<file path="src/rtl/sm_level_driver_if.sv">
// Bundle carrying the request handshake, level feedback and the d/r step-pulse
// lines between the level driver (master) and its environment (slave).
interface sm_level_driver_if;
    logic       start;
    logic [1:0] target;
    logic       q1;
    logic       q0;
    logic       d;
    logic       r;
    logic       busy;
    logic       done;
    logic       err;

    // start is a one-cycle request, honoured only while the driver is idle;
    // done (with err on timeout) is a one-cycle strobe, with no back-pressure.
    modport master (
        input  start, target, q1, q0,
        output d, r, busy, done, err
    );

    modport slave (
        output start, target, q1, q0,
        input  d, r, busy, done, err
    );
endinterface

</file>
<file path="src/rtl/sm_level_driver.sv">
// Steps a four-level up/down state machine to a requested level with spaced
// d/r pulses, verifying {q1,q0} after every step and flagging a timeout.
module sm_level_driver #(
    parameter int PULSE_HIGH = 1,
    parameter int PULSE_GAP  = 1,
    parameter int TIMEOUT    = 4
) (
    input  logic                clk,
    input  logic                rst_n,
    sm_level_driver_if.master   bus,
    output logic [2:0]          dbg_state_o
);

    localparam logic [2:0] S_IDLE  = 3'd0;
    localparam logic [2:0] S_PULSE = 3'd1;
    localparam logic [2:0] S_GAP   = 3'd2;
    localparam logic [2:0] S_WAIT  = 3'd3;
    localparam logic [2:0] S_FIN   = 3'd4;

    localparam int CW = 16;

    logic [2:0]    state_q, state_d;
    logic [CW-1:0] cnt_q, cnt_d;
    logic [1:0]    tgt_q, tgt_d;
    logic [1:0]    exp_q, exp_d;
    logic          up_q, up_d;
    logic          err_flag_q, err_flag_d;
    logic          acc_q, acc_d;
    logic          d_q, r_q, busy_q, done_q, err_q;
    logic [1:0]    fb;

    assign fb = {bus.q1, bus.q0};

    always_comb begin
        state_d    = state_q;
        cnt_d      = cnt_q;
        tgt_d      = tgt_q;
        exp_d      = exp_q;
        up_d       = up_q;
        err_flag_d = err_flag_q;
        acc_d      = 1'b0;
        case (state_q)
            S_IDLE: begin
                // Accepted start is held for one cycle so pulses begin in cycle 1.
                if (acc_q) begin
                    err_flag_d = 1'b0;
                    cnt_d      = '0;
                    if (tgt_q == fb) begin
                        state_d = S_FIN;
                    end else begin
                        up_d    = (tgt_q > fb);
                        exp_d   = (tgt_q > fb) ? fb + 2'd1 : fb - 2'd1;
                        state_d = S_PULSE;
                    end
                end else if (bus.start) begin
                    acc_d = 1'b1;
                    tgt_d = bus.target;
                end
            end
            S_PULSE: begin
                if (cnt_q == CW'(PULSE_HIGH - 1)) begin
                    cnt_d   = '0;
                    state_d = S_GAP;
                end else begin
                    cnt_d = cnt_q + 1'b1;
                end
            end
            S_GAP: begin
                if (cnt_q == CW'(PULSE_GAP - 1)) begin
                    cnt_d   = '0;
                    state_d = S_WAIT;
                end else begin
                    cnt_d = cnt_q + 1'b1;
                end
            end
            S_WAIT: begin
                if (fb == exp_q) begin
                    if (exp_q == tgt_q) begin
                        state_d = S_FIN;
                    end else begin
                        exp_d   = up_q ? exp_q + 2'd1 : exp_q - 2'd1;
                        cnt_d   = '0;
                        state_d = S_PULSE;
                    end
                end else if (cnt_q + 1'b1 == CW'(TIMEOUT)) begin
                    err_flag_d = 1'b1;
                    state_d    = S_FIN;
                end else begin
                    cnt_d = cnt_q + 1'b1;
                end
            end
            S_FIN: begin
                state_d = S_IDLE;
            end
            default: begin
                state_d = S_IDLE;
            end
        endcase
    end

    // Outputs are registered from the next state so they align with state_q.
    always_ff @(posedge clk or negedge rst_n) begin
        if (!rst_n) begin
            state_q    <= S_IDLE;
            cnt_q      <= '0;
            tgt_q      <= 2'd0;
            exp_q      <= 2'd0;
            up_q       <= 1'b0;
            err_flag_q <= 1'b0;
            acc_q      <= 1'b0;
            d_q        <= 1'b0;
            r_q        <= 1'b0;
            busy_q     <= 1'b0;
            done_q     <= 1'b0;
            err_q      <= 1'b0;
        end else begin
            state_q    <= state_d;
            cnt_q      <= cnt_d;
            tgt_q      <= tgt_d;
            exp_q      <= exp_d;
            up_q       <= up_d;
            err_flag_q <= err_flag_d;
            acc_q      <= acc_d;
            d_q        <= (state_d == S_PULSE) &&  up_d;
            r_q        <= (state_d == S_PULSE) && !up_d;
            busy_q     <= (state_d == S_PULSE) || (state_d == S_GAP) || (state_d == S_WAIT);
            done_q     <= (state_d == S_FIN);
            err_q      <= (state_d == S_FIN) && err_flag_d;
        end
    end

    assign bus.d       = d_q;
    assign bus.r       = r_q;
    assign bus.busy    = busy_q;
    assign bus.done    = done_q;
    assign bus.err     = err_q;
    assign dbg_state_o = state_q;

endmodule

</file>
<file path="src/flat_wrapper.sv">
// flat-port wrapper written by rule: the top's interface ports become plain ports
module sm_level_driver_flat 
#(
    parameter int PULSE_HIGH = 1,
    parameter int PULSE_GAP  = 1,
    parameter int TIMEOUT    = 4
)
  (clk, rst_n, dbg_state_o, bus_start, bus_target, bus_q1, bus_q0, bus_d, bus_r, bus_busy, bus_done, bus_err);
  sm_level_driver_if bus_i ();
  input  logic clk;
  input  logic rst_n;
  output logic [2:0] dbg_state_o;
  input wire logic [$bits(bus_i.start)-1:0] bus_start;
  input wire logic [$bits(bus_i.target)-1:0] bus_target;
  input wire logic [$bits(bus_i.q1)-1:0] bus_q1;
  input wire logic [$bits(bus_i.q0)-1:0] bus_q0;
  output wire logic [$bits(bus_i.d)-1:0] bus_d;
  output wire logic [$bits(bus_i.r)-1:0] bus_r;
  output wire logic [$bits(bus_i.busy)-1:0] bus_busy;
  output wire logic [$bits(bus_i.done)-1:0] bus_done;
  output wire logic [$bits(bus_i.err)-1:0] bus_err;
  assign bus_i.start = bus_start;
  assign bus_i.target = bus_target;
  assign bus_i.q1 = bus_q1;
  assign bus_i.q0 = bus_q0;
  assign bus_d = bus_i.d;
  assign bus_r = bus_i.r;
  assign bus_busy = bus_i.busy;
  assign bus_done = bus_i.done;
  assign bus_err = bus_i.err;
  sm_level_driver #(.PULSE_HIGH(PULSE_HIGH), .PULSE_GAP(PULSE_GAP), .TIMEOUT(TIMEOUT)) u_core (.clk(clk), .rst_n(rst_n), .bus(bus_i), .dbg_state_o(dbg_state_o));
endmodule
</file>
<file path="config.mk">
export PLATFORM = sky130hd
export DESIGN_NAME = sm_level_driver_flat
export DESIGN_NICKNAME = d
export VERILOG_FILES = /design/src/rtl/sm_level_driver_if.sv /design/src/rtl/sm_level_driver.sv /design/src/flat_wrapper.sv
export SDC_FILE = /design/constraint.sdc
export NUM_CORES = 1
export LEC_CHECK = 0
export BUFFER_PORTS_ARGS = -buffer_cell sky130_fd_sc_hd__buf_2
export CORE_MARGIN = 1.5
export CORE_UTILIZATION = 64
export CTS_CLUSTER_DIAMETER = 30
export CTS_CLUSTER_SIZE = 14
export DETAILED_ROUTE_END_ITERATION = 12
export PLACE_DENSITY_LB_ADDON = 0.1
export REMOVE_ABC_BUFFERS = 1
export SLEW_MARGIN = 20
export SYNTH_ARGS = -nofsm -noshare
export SYNTH_HDL_FRONTEND = slang
export SYNTH_SLANG_ARGS = --single-unit
</file>
<file path="constraint.sdc">
create_clock -name clk -period 7.3 [get_ports clk]
set_input_delay 1.46 -clock clk [delete_from_list [all_inputs] [get_ports clk]]
set_output_delay 1.46 -clock clk [all_outputs]
set_load 0.01 [all_outputs]
</file>
Word-level counts from Yosys, hierarchy flattened
Index checks and enable logic that the tools add are counted.
- flip-flop bits (word level): 31
- input bits: 7
- output and inout port bits: 8
- add/sub/neg operators: 5
- magnitude comparators: 1
- equal/unequal tests: 17
- mux-type cells: 31
- bitwise gates (word level): 1
- reductions and logical operators: 14
- operators by type and width (cell ; number):
    two-way mux 16 bit ; 5
    case mux 16 bit (3 select lines) ; 1
    two-way mux 3 bit ; 7
    adder 16 x 1 -> 16 bit, second input constant ; 1
    equality test 16 x 3 -> 1 bit, second input constant ; 1
    logical NOT 16 bit ; 1
    equality test 3 x 2 -> 1 bit, second input constant ; 4
    two-way mux 2 bit ; 6
    case mux 3 bit (4 select lines) ; 1
    two-way mux 1 bit ; 9
    equality test 2 bit ; 3
    equality test 3 x 1 -> 1 bit, second input constant ; 2
    AND reduction 5 bit ; 1
    adder 2 x 1 -> 2 bit, second input constant ; 2
    != test 2 x 1 -> 1 bit, second input constant ; 2
    != test 2 bit, second input constant ; 2
    case mux 2 bit (2 select lines) ; 1
    AND reduction 4 bit ; 1
    subtractor 2 x 1 -> 2 bit, second input constant ; 2
    equality test 3 bit, second input constant ; 1
    logical AND 1 bit ; 3
    logical NOT 3 bit ; 1
    != test 3 x 2 -> 1 bit, second input constant ; 1
    != test 3 bit, second input constant ; 1
    9 further kinds ; 10

Logic depth before layout (Yosys ltp)
Gate-level depths: netlist of run 1.
- depth in word-level cells: 8
- gate-level depth with buffers: 10

Worst setup path after synthesis of run 1
OpenSTA, ideal clock, no wires.
- path kind: input to register
- start: input bus_q1
- end: register u_core.busy_q (netlist: u_core.bus.busy)
- setup time: 0.121 ns
- arrival time: 2.761 ns
- data required time: 7.179 ns
- slack: 4.418 ns
- stages: 7
- path buffers: 0
- cells stage by stage: or3_1 -> a22oi_1 -> nand2b_1 -> nor2_1 -> nor2_1 -> o221a_2 -> nand2b_1
- word-level cells in the longest chain between the ends: 7
- elaborated cells on any way between the ends: 11
- classes of those cells: 5 x eq/ne; 4 x mux; 2 x reduce/logical
- RTL lines (item ; line ; source):
    from (decl) ; flat_wrapper.sv:15 ; input wire logic [$bits(bus_i.q1)-1:0] bus_q1;
    equality test 2 bit ; sm_level_driver.sv:48 ; if (tgt_q == fb) begin
    two-way mux 3 bit ; sm_level_driver.sv:48 ;
    two-way mux 3 bit ; sm_level_driver.sv:45 ; if (acc_q) begin
    case mux 3 bit (4 select lines) (*) ; sm_level_driver.sv:42 ; case (state_q)
    equality test 3 x 1 -> 1 bit / equality test 3 x 2 -> 1 bit (equally long branches) ; sm_level_driver.sv:126 ; busy_q <= (state_d == S_PULSE) || (state_d == S_GAP) || (state_d == S_WAIT);
    logical OR 1 bit ; sm_level_driver.sv:126 ;
    logical OR 1 bit (*) ; sm_level_driver.sv:126 ;
    to (signal assigned) ; sm_level_driver.sv:126 ;
    to (decl) ; sm_level_driver.sv:29 ; logic d_q, r_q, busy_q, done_q, err_q;
Mark *: on every way between the ends. The rest lies on a longest branch, timed or not.
A chain may end at the register's enable or synchronous reset.

Worst setup path in the final report of run 1
- start: input bus_q1
- end: register u_core.r_q (netlist: u_core.bus.r)
- word-level cells in the longest chain between the ends: 6
- elaborated cells on any way between the ends: 13
- classes of those cells: 1 x order compare; 3 x eq/ne; 7 x mux; 2 x reduce/logical
- RTL lines (item ; line ; source):
    equality test 2 bit / > comparator 2 bit (equally long branches) ; sm_level_driver.sv:48, sm_level_driver.sv:51 ;
    two-way mux 3 bit / two-way mux 1 bit (equally long branches) ; sm_level_driver.sv:48 ;
    two-way mux 3 bit / two-way mux 1 bit (equally long branches) ; sm_level_driver.sv:45 ;
    case mux 3 bit (4 select lines) / two-way mux 1 bit (equally long branches) ; sm_level_driver.sv:42 ;
    equality test 3 x 1 -> 1 bit / logical NOT 1 bit (equally long branches) ; sm_level_driver.sv:125 ; r_q <= (state_d == S_PULSE) && !up_d;
    logical AND 1 bit (*) ; sm_level_driver.sv:125 ;
    to (signal assigned) ; sm_level_driver.sv:125 ;
    to (decl) ; sm_level_driver.sv:29 ;
Marks and branches as above.

==> impl_metrics.env, run 1 <==
export IMPL_seq_area_um2=776
export IMPL_post_cts_resized=0
export IMPL_synth_main_ff_cell="dfrtp_1"
export IMPL_ant_nets=0
export IMPL_syn_area_um2=1990
export IMPL_tightest_slew_ns=0.666
export IMPL_floorplan_io_pins=15
export IMPL_drt_iter0_drc=112
export IMPL_cp_slowest_cell="or3_1"
export IMPL_min_period_ns=2.92
export IMPL_total_power_w=0.000703
export IMPL_post_route_util=0.705
export IMPL_clock_skew_ns=0.0103
export IMPL_die_height_um=58.7
export IMPL_grt_pass1_vias=1636
export IMPL_layout_drive_gt1_share=0.179
export IMPL_cts_htree_levels=2
export IMPL_cp_end_kind="flop"
export IMPL_multi_input_area_um2=1110
export IMPL_seq_area_frac_synth=0.390
export IMPL_rsz0062_at_grt="false"
export IMPL_die_area_um2=3450
export IMPL_row_count=20
export IMPL_final_setup_tns_ns=0
export IMPL_syn_avg_cell_area_um2=9.20
export IMPL_finalCritPeriodShare=0.400
export IMPL_ys_warn_count=0
export IMPL_critPathMaxFanout=5
export IMPL_path_buf_inv=1
export IMPL_cts_buffers_inserted=5
export IMPL_grt_start_max_net_pins=32
export IMPL_hold_class="reg2reg"
export IMPL_setup_viol=0
export IMPL_crit_top_cell="nor2_1"
export IMPL_worstPathArrival_ns=3.13
export IMPL_slew_viol_final=0
export IMPL_ir_drop_mv=0.228
export IMPL_syn_to_final_growth_pct=6.49
export IMPL_clock_latency_ns=0.34
export IMPL_cts_root_buf="clkbuf_4"
export IMPL_ys_ff_latch=31
export IMPL_yosysTopAreaCell="dfrtp_1"
export IMPL_criticalPathCategory="in2reg"
export IMPL_port_buffers=14
export IMPL_synth_most_common_cell="dfrtp_1"
export IMPL_drcViolationCount=0
export IMPL_die_w_um=58.7
export IMPL_p_leak_nw=0.988
export IMPL_layout_cells_non_filler=262
export IMPL_cp_cell_sequence="buf_2 -> or3_1 -> a22oi_1 -> nand2b_1 -> nor2_1 -> nor2_1 -> o221a_2 -> nor3_2"
export IMPL_firstDrtPassIters=4
export IMPL_timing_final_hold_violations=0
export IMPL_synth_top_cell_area_share=0.390
export IMPL_synth_common_cells="dfrtp_1, nor2_1, o21ai_0, inv_1, nand2_1"
export IMPL_antenna_found_initial=0
export IMPL_place_gp_congestion=0.883
export IMPL_core_area_um2=3000
export IMPL_synth_edff_count=0
export IMPL_cts_tree="done"
export IMPL_clkTransAtPathRegs_ns=0.09
export IMPL_grt_pass1_wl_mm=7.34
export IMPL_cts_sinks=31
export IMPL_maxSlewHeadroom=0.556
export IMPL_syn_inst=216
export IMPL_status="finished, final reports clean"
export IMPL_final_nets=240
export IMPL_synth_area_top_cells="dfrtp_1, o21ai_0, xnor2_1, nor2_1, ha_1"
export IMPL_vias=1695
export IMPL_cap_violations=0
export IMPL_startpoint_type="primary input"
export IMPL_start_util=0.662
export IMPL_power_density_nw_per_um2=332
export IMPL_antenna_cells_inserted=0
export IMPL_yosysUniqueCellTypes=54
export IMPL_wl_mm=4.17
export IMPL_cts_hold_fix_buffers=0
export IMPL_detail_route_wl_per_cell_um=15.9
export IMPL_crit_family="simple AND/OR/NAND/NOR gates"
export IMPL_crit_required_ns=7.51
export IMPL_dp_cells=254
export IMPL_grt_ovfl_total=0
export IMPL_holdWs_ns=0.484
export IMPL_post_cts_setup_buffers=0
export IMPL_fill_cells=233
export IMPL_slowest_delay_ns=0.38
export IMPL_fmaxAchievable_ghz=0.342
export IMPL_synthArstFlopShare=1.00
export IMPL_via_per_inst=6.47
export IMPL_cts_buffer_depth=2
export IMPL_track_usage=0.279
export IMPL_dpl_hpwl_mm=2.99
cell usage in the layout (no fill, tap or decap), types with 4 or more instances in the layout:
cell type and count:
a21oi_1 8, buf_2 14, clkbuf_4 5, dfrtp_1 31
ha_1 5, inv_1 14, nand2_1 14, nand3_1 10
nor2_1 18, nor2b_1 4, nor3_1 8, o21ai_0 18
o21ai_1 4, or3_1 4, xnor2_1 9
where the power goes:
part	total [W]	switching (W)	leakage, nW	internal [W]
clock network	0.000113	0.0000565	0.0386	0.0000566
registers	0.000258	0.0000475	0.410	0.000210
logic	0.000332	0.000205	0.539	0.000128
total	0.000703	0.000309	0.988	0.000395
per-layer routing:
layer,vias to the layer above,wire length (µm),part of all wire,global-route usage
li1,812,-,-,-
met1,817,1880,0.45,0.378
met5,-,0,0,0
met4,0,54,0.013,0.0942
met3,7,243,0.058,0.0703
met2,59,2000,0.48,0.435
layout make-up:
class                      instances  area share
timing repair buffer              14      0.0331
clock buffer                       8      0.0325
multi-input combinational        162       0.523
inverter                          14      0.0248
sequential                        31       0.367
tap                               33      0.0195
sequential cells by signal, summed over array words and instances, names as in the netlist, 2 cells and up:
register,cells
u_core.cnt_q,16
u_core.exp_q,2
u_core.dbg_state_o,3
u_core.tgt_q,2
per-stage QoR:
stage          instance area (µm²)  setup WS [ns]
6_report                      2120           4.38
3_3_place_gp                  2050           4.15
2_1_floorplan                 1940           4.42
5_1_grt                       2120           4.22
4_1_cts                       2120           4.42
3_5_place_dp                  2050           4.08
worst min-delay path, cell delays in order (launching register included):
cell,delay [ns]
dfrtp_1,0.34
nand2_1,0.06
nand2_1,0.06
worst paths after layout:
check,from,to,slack [ns],cells past startpoint
worst max-delay path,bus_q1,u_core.bus.r$_DFF_PN0_,4.38,8
worst min register to register,u_core.err_flag_q$_DFF_PN0_,u_core.err_flag_q$_DFF_PN0_,0.48,2
worst min-delay path,u_core.err_flag_q$_DFF_PN0_,u_core.err_flag_q$_DFF_PN0_,0.48,2
worst max register to register,u_core.cnt_q[0]$_DFFE_PN0P_,u_core.cnt_q[9]$_DFFE_PN0P_,4.60,8
min in group asynchronous,rst_n,u_core.exp_q[0]$_DFFE_PN0P_,1.14,1
max in group asynchronous,rst_n,u_core.dbg_state_o[2]$_DFF_PN0_,5.71,1
cell families (layout without fill, tap and decap cells):
| family | after synthesis | after routing | share of synthesized area |
|---|---|---|---|
| AO/OA/AOI/OAI | 56 | 56 | 0.196 |
| buffers and inverters | 23 | 36 | 0.0523 |
| flip-flops | 31 | 31 | 0.390 |
| multiplexers | 2 | 2 | 0.0113 |
| XOR/XNOR | 11 | 11 | 0.0485 |
| adder cells (fa/ha/maj) | 5 | 5 | 0.0315 |
| AND/OR/NAND/NOR | 88 | 88 | 0.270 |
Note: power is estimated with default switching activity, not from simulation.
==> run 2, diff against run 1 <==
--- a/config.mk
+++ b/config.mk
@@ -5,9 +5,10 @@
 export SDC_FILE = /design/constraint.sdc
 export NUM_CORES = 1
 export LEC_CHECK = 0
+export ABC_AREA = 1
 export BUFFER_PORTS_ARGS = -buffer_cell sky130_fd_sc_hd__buf_2
 export CORE_MARGIN = 1.5
-export CORE_UTILIZATION = 64
+export CORE_UTILIZATION = 54
 export CTS_CLUSTER_DIAMETER = 30
 export CTS_CLUSTER_SIZE = 14
 export DETAILED_ROUTE_END_ITERATION = 12
==> constraint.sdc (replaced) <==
create_clock -name clk -period 2.46 [get_ports clk]
set_input_delay 0.492 -clock clk [delete_from_list [all_inputs] [get_ports clk]]
set_output_delay 0.492 -clock clk [all_outputs]
set_load 0.01 [all_outputs]
==> impl_metrics.env, run 2 <==
export IMPL_rsz0062_at_grt="false"
export IMPL_cp_end_kind="flop"
export IMPL_via_per_inst=5.29
export IMPL_cts_sinks=31
export IMPL_power_density_nw_per_um2=989
export IMPL_ant_nets=0
export IMPL_grt_start_max_net_pins=32
export IMPL_start_util=0.577
export IMPL_ys_warn_count=0
export IMPL_cts_root_buf="clkbuf_4"
export IMPL_fill_cells=314
export IMPL_cts_tree="done"
export IMPL_ir_drop_mv=0.777
export IMPL_track_usage=0.236
export IMPL_firstDrtPassIters=4
export IMPL_syn_avg_cell_area_um2=7.60
export IMPL_critPathMaxFanout=20
export IMPL_synthArstFlopShare=1.00
export IMPL_combPwrFrac=0.466
export IMPL_grt_ovfl_total=0
export IMPL_detail_route_wl_per_cell_um=12.8
export IMPL_grt_pass1_wl_mm=7.37
export IMPL_swShare=0.429
export IMPL_synth_top_cell_area_share=0.394
export IMPL_seq_area_um2=776
export IMPL_setup_viol=0
export IMPL_yosysTopAreaCell="dfrtp_1"
export IMPL_post_cts_setup_buffers=0
export IMPL_synth_edff_count=0
export IMPL_status="finished, final reports clean"
export IMPL_mostFrequentLayoutCells="nand2_1, inv_1, dfrtp_1"
export IMPL_placed_area_um2=2100
export IMPL_tightest_slew_ns=0.679
export IMPL_clkTransAtPathRegs_ns=0.11
export IMPL_drt_iter0_drc=104
export IMPL_pwr_share_clk=0.196
export IMPL_synth_common_cells="nand2_1, inv_1, dfrtp_1, nor2_1, nand3_1"
export IMPL_row_count=21
export IMPL_wl_mm=4.18
export IMPL_place_ws_ns=0.318
export IMPL_multi_input_area_um2=1010
export IMPL_share_seq_of_total_power=0.338
export IMPL_finalCritPeriodShare=0.881
export IMPL_clock_skew_ns=0.0159
export IMPL_regMostFlops="u_core.cnt_q"
export IMPL_seq_area_frac_synth=0.394
export IMPL_cts_buffers_inserted=5
export IMPL_cap_violations=0
export IMPL_hold_class="in2async"
export IMPL_cts_hold_fix_buffers=0
export IMPL_postLayoutCellArea_um2=2180
export IMPL_clock_latency_ns=0.34
export IMPL_cts_htree_levels=2
export IMPL_floorplan_io_pins=15
export IMPL_internal_power_w=0.00123
export IMPL_place_gp_congestion=0.923
export IMPL_antenna_cells_inserted=0
export IMPL_criticalPathCategory="reg2reg"
export IMPL_synth_area_top_cells="dfrtp_1, nand2_1, inv_1, nor2_1, nand3_1"
export IMPL_die_area_um2=4020
export IMPL_drcViolationCount=0
export IMPL_setup_ws_ns=0.293
export IMPL_dpl_hpwl_mm=3.20
export IMPL_die_w_um=63.4
export IMPL_min_period_ns=2.17
export IMPL_final_setup_tns_ns=0
export IMPL_startpoint_type="flop"
export IMPL_final_common_cell="nand2_1"
export IMPL_core_area_um2=3420
export IMPL_syn_inst=259
export IMPL_synth_main_ff_cell="dfrtp_1"
export IMPL_final_nets=291
export IMPL_fmaxAchievable_ghz=0.462
export IMPL_synth_most_common_cell="nand2_1"
export IMPL_ys_ff_latch=31
export IMPL_antenna_found_initial=0
export IMPL_p_leak_nw=1.09
export IMPL_maxSlewHeadroom=0.547
export IMPL_p_sw_w=0.000927
export IMPL_yosysUniqueCellTypes=31
export IMPL_syn_area_um2=1970
export IMPL_grt_pass1_vias=1602
export IMPL_worstPathArrival_ns=2.43
export IMPL_vias=1724
export IMPL_timing_final_hold_violations=0
export IMPL_crit_required_ns=2.72
export IMPL_port_buffers=14
export IMPL_layout_drive_gt1_share=0.164
export IMPL_post_cts_resized=0
export IMPL_syn_to_final_growth_pct=10.9
export IMPL_largest_reg_flops=16
export IMPL_cts_buffer_depth=2
export IMPL_slew_viol_final=0
export IMPL_die_height_um=63.4
[run 2: cell families (layout without fill, tap and decap cells)]
family	count (synthesis)	in the layout	share of synthesized area
adder cells (fa/ha/maj)	5	5	0.0318
buffers and inverters	44	65	0.0921
flip-flops	31	31	0.394
XOR/XNOR	8	8	0.0356
AO/OA/AOI/OAI	41	41	0.144
AND/OR/NAND/NOR	130	130	0.302
[run 2: layer usage]
metal | vias up | share of wire | global-route usage
met3 | 8 | 0.039 | 0.0375
li1 | 884 | - | -
met5 | - | 0 | 0
met2 | 33 | 0.42 | 0.332
met4 | 0 | 0.014 | 0.0815
met1 | 799 | 0.53 | 0.367
[run 2: through the flow]
| step | utilization | total power, W | hold slack (ns) | instances |
|---|---|---|---|---|
| 2_1_floorplan | - | 0.00141 | 0.196 | 256 |
| 3_3_place_gp | 0.614 | 0.00173 | 0.480 | 318 |
| 3_5_place_dp | 0.614 | 0.00174 | 0.481 | 318 |
| 4_1_cts | 0.639 | 0.00217 | 0.207 | 326 |
| 5_1_grt | 0.639 | 0.00235 | 0.233 | 326 |
| 6_report | 0.639 | 0.00216 | 0.176 | 326 |
[run 2: worst max-delay path: stages (launching register included)]
cell	delay, ns
dfrtp_1	0.43
ha_1	0.24
nand2_2	0.11
nor2_4	0.15
nand2_2	0.07
nand2_1	0.06
nand2_1	0.09
nor2_1	0.10
nand2_1	0.07
nor2_2	0.16
nand4_2	0.17
nand2_2	0.12
buf_12	0.17
a21oi_2	0.05
a21oi_2	0.11
[run 2: worst paths after layout]
| check | cells past startpoint | end | slack [ns] | from |
|---|---|---|---|---|
| hold reg to reg | 2 | u_core.err_flag_q$_DFF_PN0_ | 0.51 | u_core.err_flag_q$_DFF_PN0_ |
| setup / recovery | 14 | u_core.cnt_q[0]$_DFFE_PN0P_ | 0.29 | u_core.cnt_q[1]$_DFFE_PN0P_ |
| max in group asynchronous | 1 | u_core.bus.busy$_DFF_PN0_ | 1.83 | rst_n |
| min in group clk | 3 | u_core.tgt_q[1]$_DFFE_PN0P_ | 0.34 | bus_target[1] |
| setup reg to reg | 14 | u_core.cnt_q[0]$_DFFE_PN0P_ | 0.29 | u_core.cnt_q[1]$_DFFE_PN0P_ |
| hold / removal | 1 | u_core.cnt_q[7]$_DFFE_PN0P_ | 0.18 | rst_n |
[run 2: power by group through the flow]
stage / Combinational [W] / Sequential (W) / Clock [W]
5_1_grt: 0.00115 / 0.000744 / 0.000453
2_1_floorplan: 0.000672 / 0.000736 / 0
3_3_place_gp: 0.000992 / 0.000738 / 0
6_report: 0.00100 / 0.000729 / 0.000424
4_1_cts: 0.00101 / 0.000730 / 0.000428
3_5_place_dp: 0.00100 / 0.000739 / 0
[run 2: final cells by class]
| type | instances | share of cell area |
|---|---|---|
| flip-flops and latches | 31 | 0.355 |
| multi-input cells | 184 | 0.464 |
| well taps | 46 | 0.0264 |
| repair buffers | 16 | 0.0447 |
| clock buffers | 6 | 0.0235 |
| inverters | 41 | 0.0705 |
| clock inverters | 2 | 0.0160 |
==> run 3, diff against run 2 <==
--- a/config.mk
+++ b/config.mk
@@ -5,7 +5,6 @@
 export SDC_FILE = /design/constraint.sdc
 export NUM_CORES = 1
 export LEC_CHECK = 0
-export ABC_AREA = 1
 export BUFFER_PORTS_ARGS = -buffer_cell sky130_fd_sc_hd__buf_2
 export CORE_MARGIN = 1.5
 export CORE_UTILIZATION = 54
@@ -14,6 +13,7 @@
 export DETAILED_ROUTE_END_ITERATION = 12
 export PLACE_DENSITY_LB_ADDON = 0.1
 export REMOVE_ABC_BUFFERS = 1
+export SKIP_CTS_REPAIR_TIMING = 1
 export SLEW_MARGIN = 20
 export SYNTH_ARGS = -nofsm -noshare
 export SYNTH_HDL_FRONTEND = slang
==> impl_metrics.env, run 3 (same netlist as run 1, synthesis figures left out) <==
export IMPL_status="finished, final reports clean"
export IMPL_crit_required_ns=2.63
export IMPL_cp_end_kind="flop"
export IMPL_grt_ovfl_total=0
export IMPL_die_area_um2=4050
export IMPL_vias=1705
export IMPL_p_sw_w=0.000994
export IMPL_antenna_found_initial=0
export IMPL_drt_iter0_drc=187
export IMPL_cts_buffer_depth=2
export IMPL_finalCritPeriodShare=0.976
export IMPL_die_height_um=63.7
export IMPL_crit_family="simple AND/OR/NAND/NOR gates"
export IMPL_final_nets=254
export IMPL_place_ws_ns=0.0337
export IMPL_cp_cell_sequence="buf_4 -> inv_1 -> ha_1 -> nor4b_2 -> nand4_1 -> nand3_1 -> a31o_4 -> inv_1 -> and3_1 -> a211o_1"
export IMPL_grt_pass1_vias=1619
export IMPL_wl_met3_um=255
export IMPL_total_power_w=0.00229
export IMPL_place_gp_congestion=0.940
export IMPL_ir_drop_mv=0.882
export IMPL_power_density_nw_per_um2=985
export IMPL_clock_skew_ns=0.00594
export IMPL_startpoint_type="flop"
export IMPL_layout_drive_gt1_share=0.244
export IMPL_floorplan_io_pins=15
export IMPL_row_count=21
export IMPL_core_area_um2=3440
export IMPL_fmaxAchievable_ghz=0.417
export IMPL_firstDrtPassIters=4
export IMPL_antenna_cells_inserted=0
export IMPL_p_leak_nw=1.12
export IMPL_critPathMaxFanout=7
export IMPL_cts_sinks=31
export IMPL_regMostFlops="u_core.cnt_q"
export IMPL_tightest_slew_ns=0.686
export IMPL_cts_tree="done"
export IMPL_cts_root_buf="clkbuf_8"
export IMPL_min_period_ns=2.40
export IMPL_timing_final_hold_violations=0
export IMPL_wl_met2_mm=2.13
export IMPL_clkTransAtPathRegs_ns=0.06
export IMPL_port_buffers=14
export IMPL_slowest_delay_ns=0.43
export IMPL_combPwrFrac=0.490
export IMPL_hold_class="in2async"
export IMPL_ant_nets=0
export IMPL_mostFrequentLayoutCells="dfrtp_1, nor2_1, o21ai_0"
export IMPL_cap_violations=0
export IMPL_crit_top_cell="inv_1"
export IMPL_largest_reg_flops=16
export IMPL_drcViolationCount=0
export IMPL_wl_met1_mm=2.16
export IMPL_internal_power_w=0.00130
export IMPL_final_common_cell="dfrtp_1"
export IMPL_worstPathArrival_ns=2.57
export IMPL_wl_mm=4.62
export IMPL_clock_latency_ns=0.28
export IMPL_cts_buffers_inserted=5
export IMPL_grt_start_max_net_pins=32
export IMPL_cp_slowest_cell="dfrtp_1"
export IMPL_swShare=0.433
export IMPL_slew_viol_final=0
export IMPL_setup_viol=0
export IMPL_pwr_share_clk=0.174
export IMPL_fill_cells=271
export IMPL_dpl_hpwl_mm=3.28
export IMPL_criticalPathCategory="reg2reg"
export IMPL_start_util=0.577
export IMPL_via_per_inst=5.92
export IMPL_path_buf_inv=3
export IMPL_grt_pass1_wl_mm=7.82
export IMPL_syn_to_final_growth_pct=17.3
export IMPL_share_seq_of_total_power=0.337
export IMPL_maxSlewHeadroom=0.543
export IMPL_maxUsedRoutingLayer="met4"
export IMPL_setup_ws_ns=0.0591
export IMPL_track_usage=0.250
export IMPL_detail_route_wl_per_cell_um=16.0
export IMPL_die_w_um=63.7
export IMPL_cts_htree_levels=2
run 3: changes by cell type in the layout (fill, tap and decap cells not counted), sizes merged, moves of 8 or more:
cell   previous run  this run
buf              16        28
nand2            71        15
nor2             30        18
nor3              1         9
inv              40        14
run 3: metrics by stage:
step	utilization	setup TNS [ns]	hold WS [ns]	instances	instance area (µm²)
6_report	0.677	0	0.244	288	2330
5_1_grt	0.677	-0.104	0.303	288	2330
4_1_cts	0.653	-0.0357	0.276	287	2250
3_5_place_dp	0.628	0	0.467	280	2160
3_3_place_gp	0.628	0	0.453	280	2160
2_1_floorplan	-	0	0.196	207	1940
run 3: cell type report:
cell class | instances | area, µm² | share of cell area
clock buffers | 6 | 82.6 | 0.0354
flip-flops and latches | 31 | 776 | 0.333
repair buffers | 28 | 175 | 0.0752
well taps | 46 | 57.6 | 0.0247
inverters | 14 | 52.6 | 0.0226
multi-input cells | 162 | 1180 | 0.507
clock inverters | 1 | 5.00 | 0.00215
run 3: path summary, 6_finish.rpt:
path / start / end / cells past startpoint / slack [ns]
max in group asynchronous: rst_n / u_core.cnt_q[9]$_DFFE_PN0P_ / 1 / 1.77
worst min-delay path: rst_n / u_core.cnt_q[4]$_DFFE_PN0P_ / 1 / 0.24
min in group clk: bus_target[0] / u_core.tgt_q[0]$_DFFE_PN0P_ / 2 / 0.45
worst min register to register: u_core.err_flag_q$_DFF_PN0_ / u_core.err_flag_q$_DFF_PN0_ / 2 / 0.48
worst max-delay path: u_core.cnt_q[0]$_DFFE_PN0P_ / u_core.cnt_q[6]$_DFFE_PN0P_ / 10 / 0.06
worst max register to register: u_core.cnt_q[0]$_DFFE_PN0P_ / u_core.cnt_q[6]$_DFFE_PN0P_ / 10 / 0.06
run 3: routing by layer:
metal  global-route usage  vias up
met5                    0        -
met4               0.0679        0
met3               0.0607       10
met2                0.378       65
met1                0.355      800
li1                     -      830
run 3: power groups by stage:
stage | Combinational [W] | Sequential [W] | Clock (W)
floorplan | 0.000727 | 0.000756 | 0
global placement | 0.00105 | 0.000757 | 0
detailed placement | 0.00108 | 0.000769 | 0
CTS | 0.00109 | 0.000762 | 0.000406
global route | 0.00126 | 0.000789 | 0.000437
finish | 0.00112 | 0.000772 | 0.000398
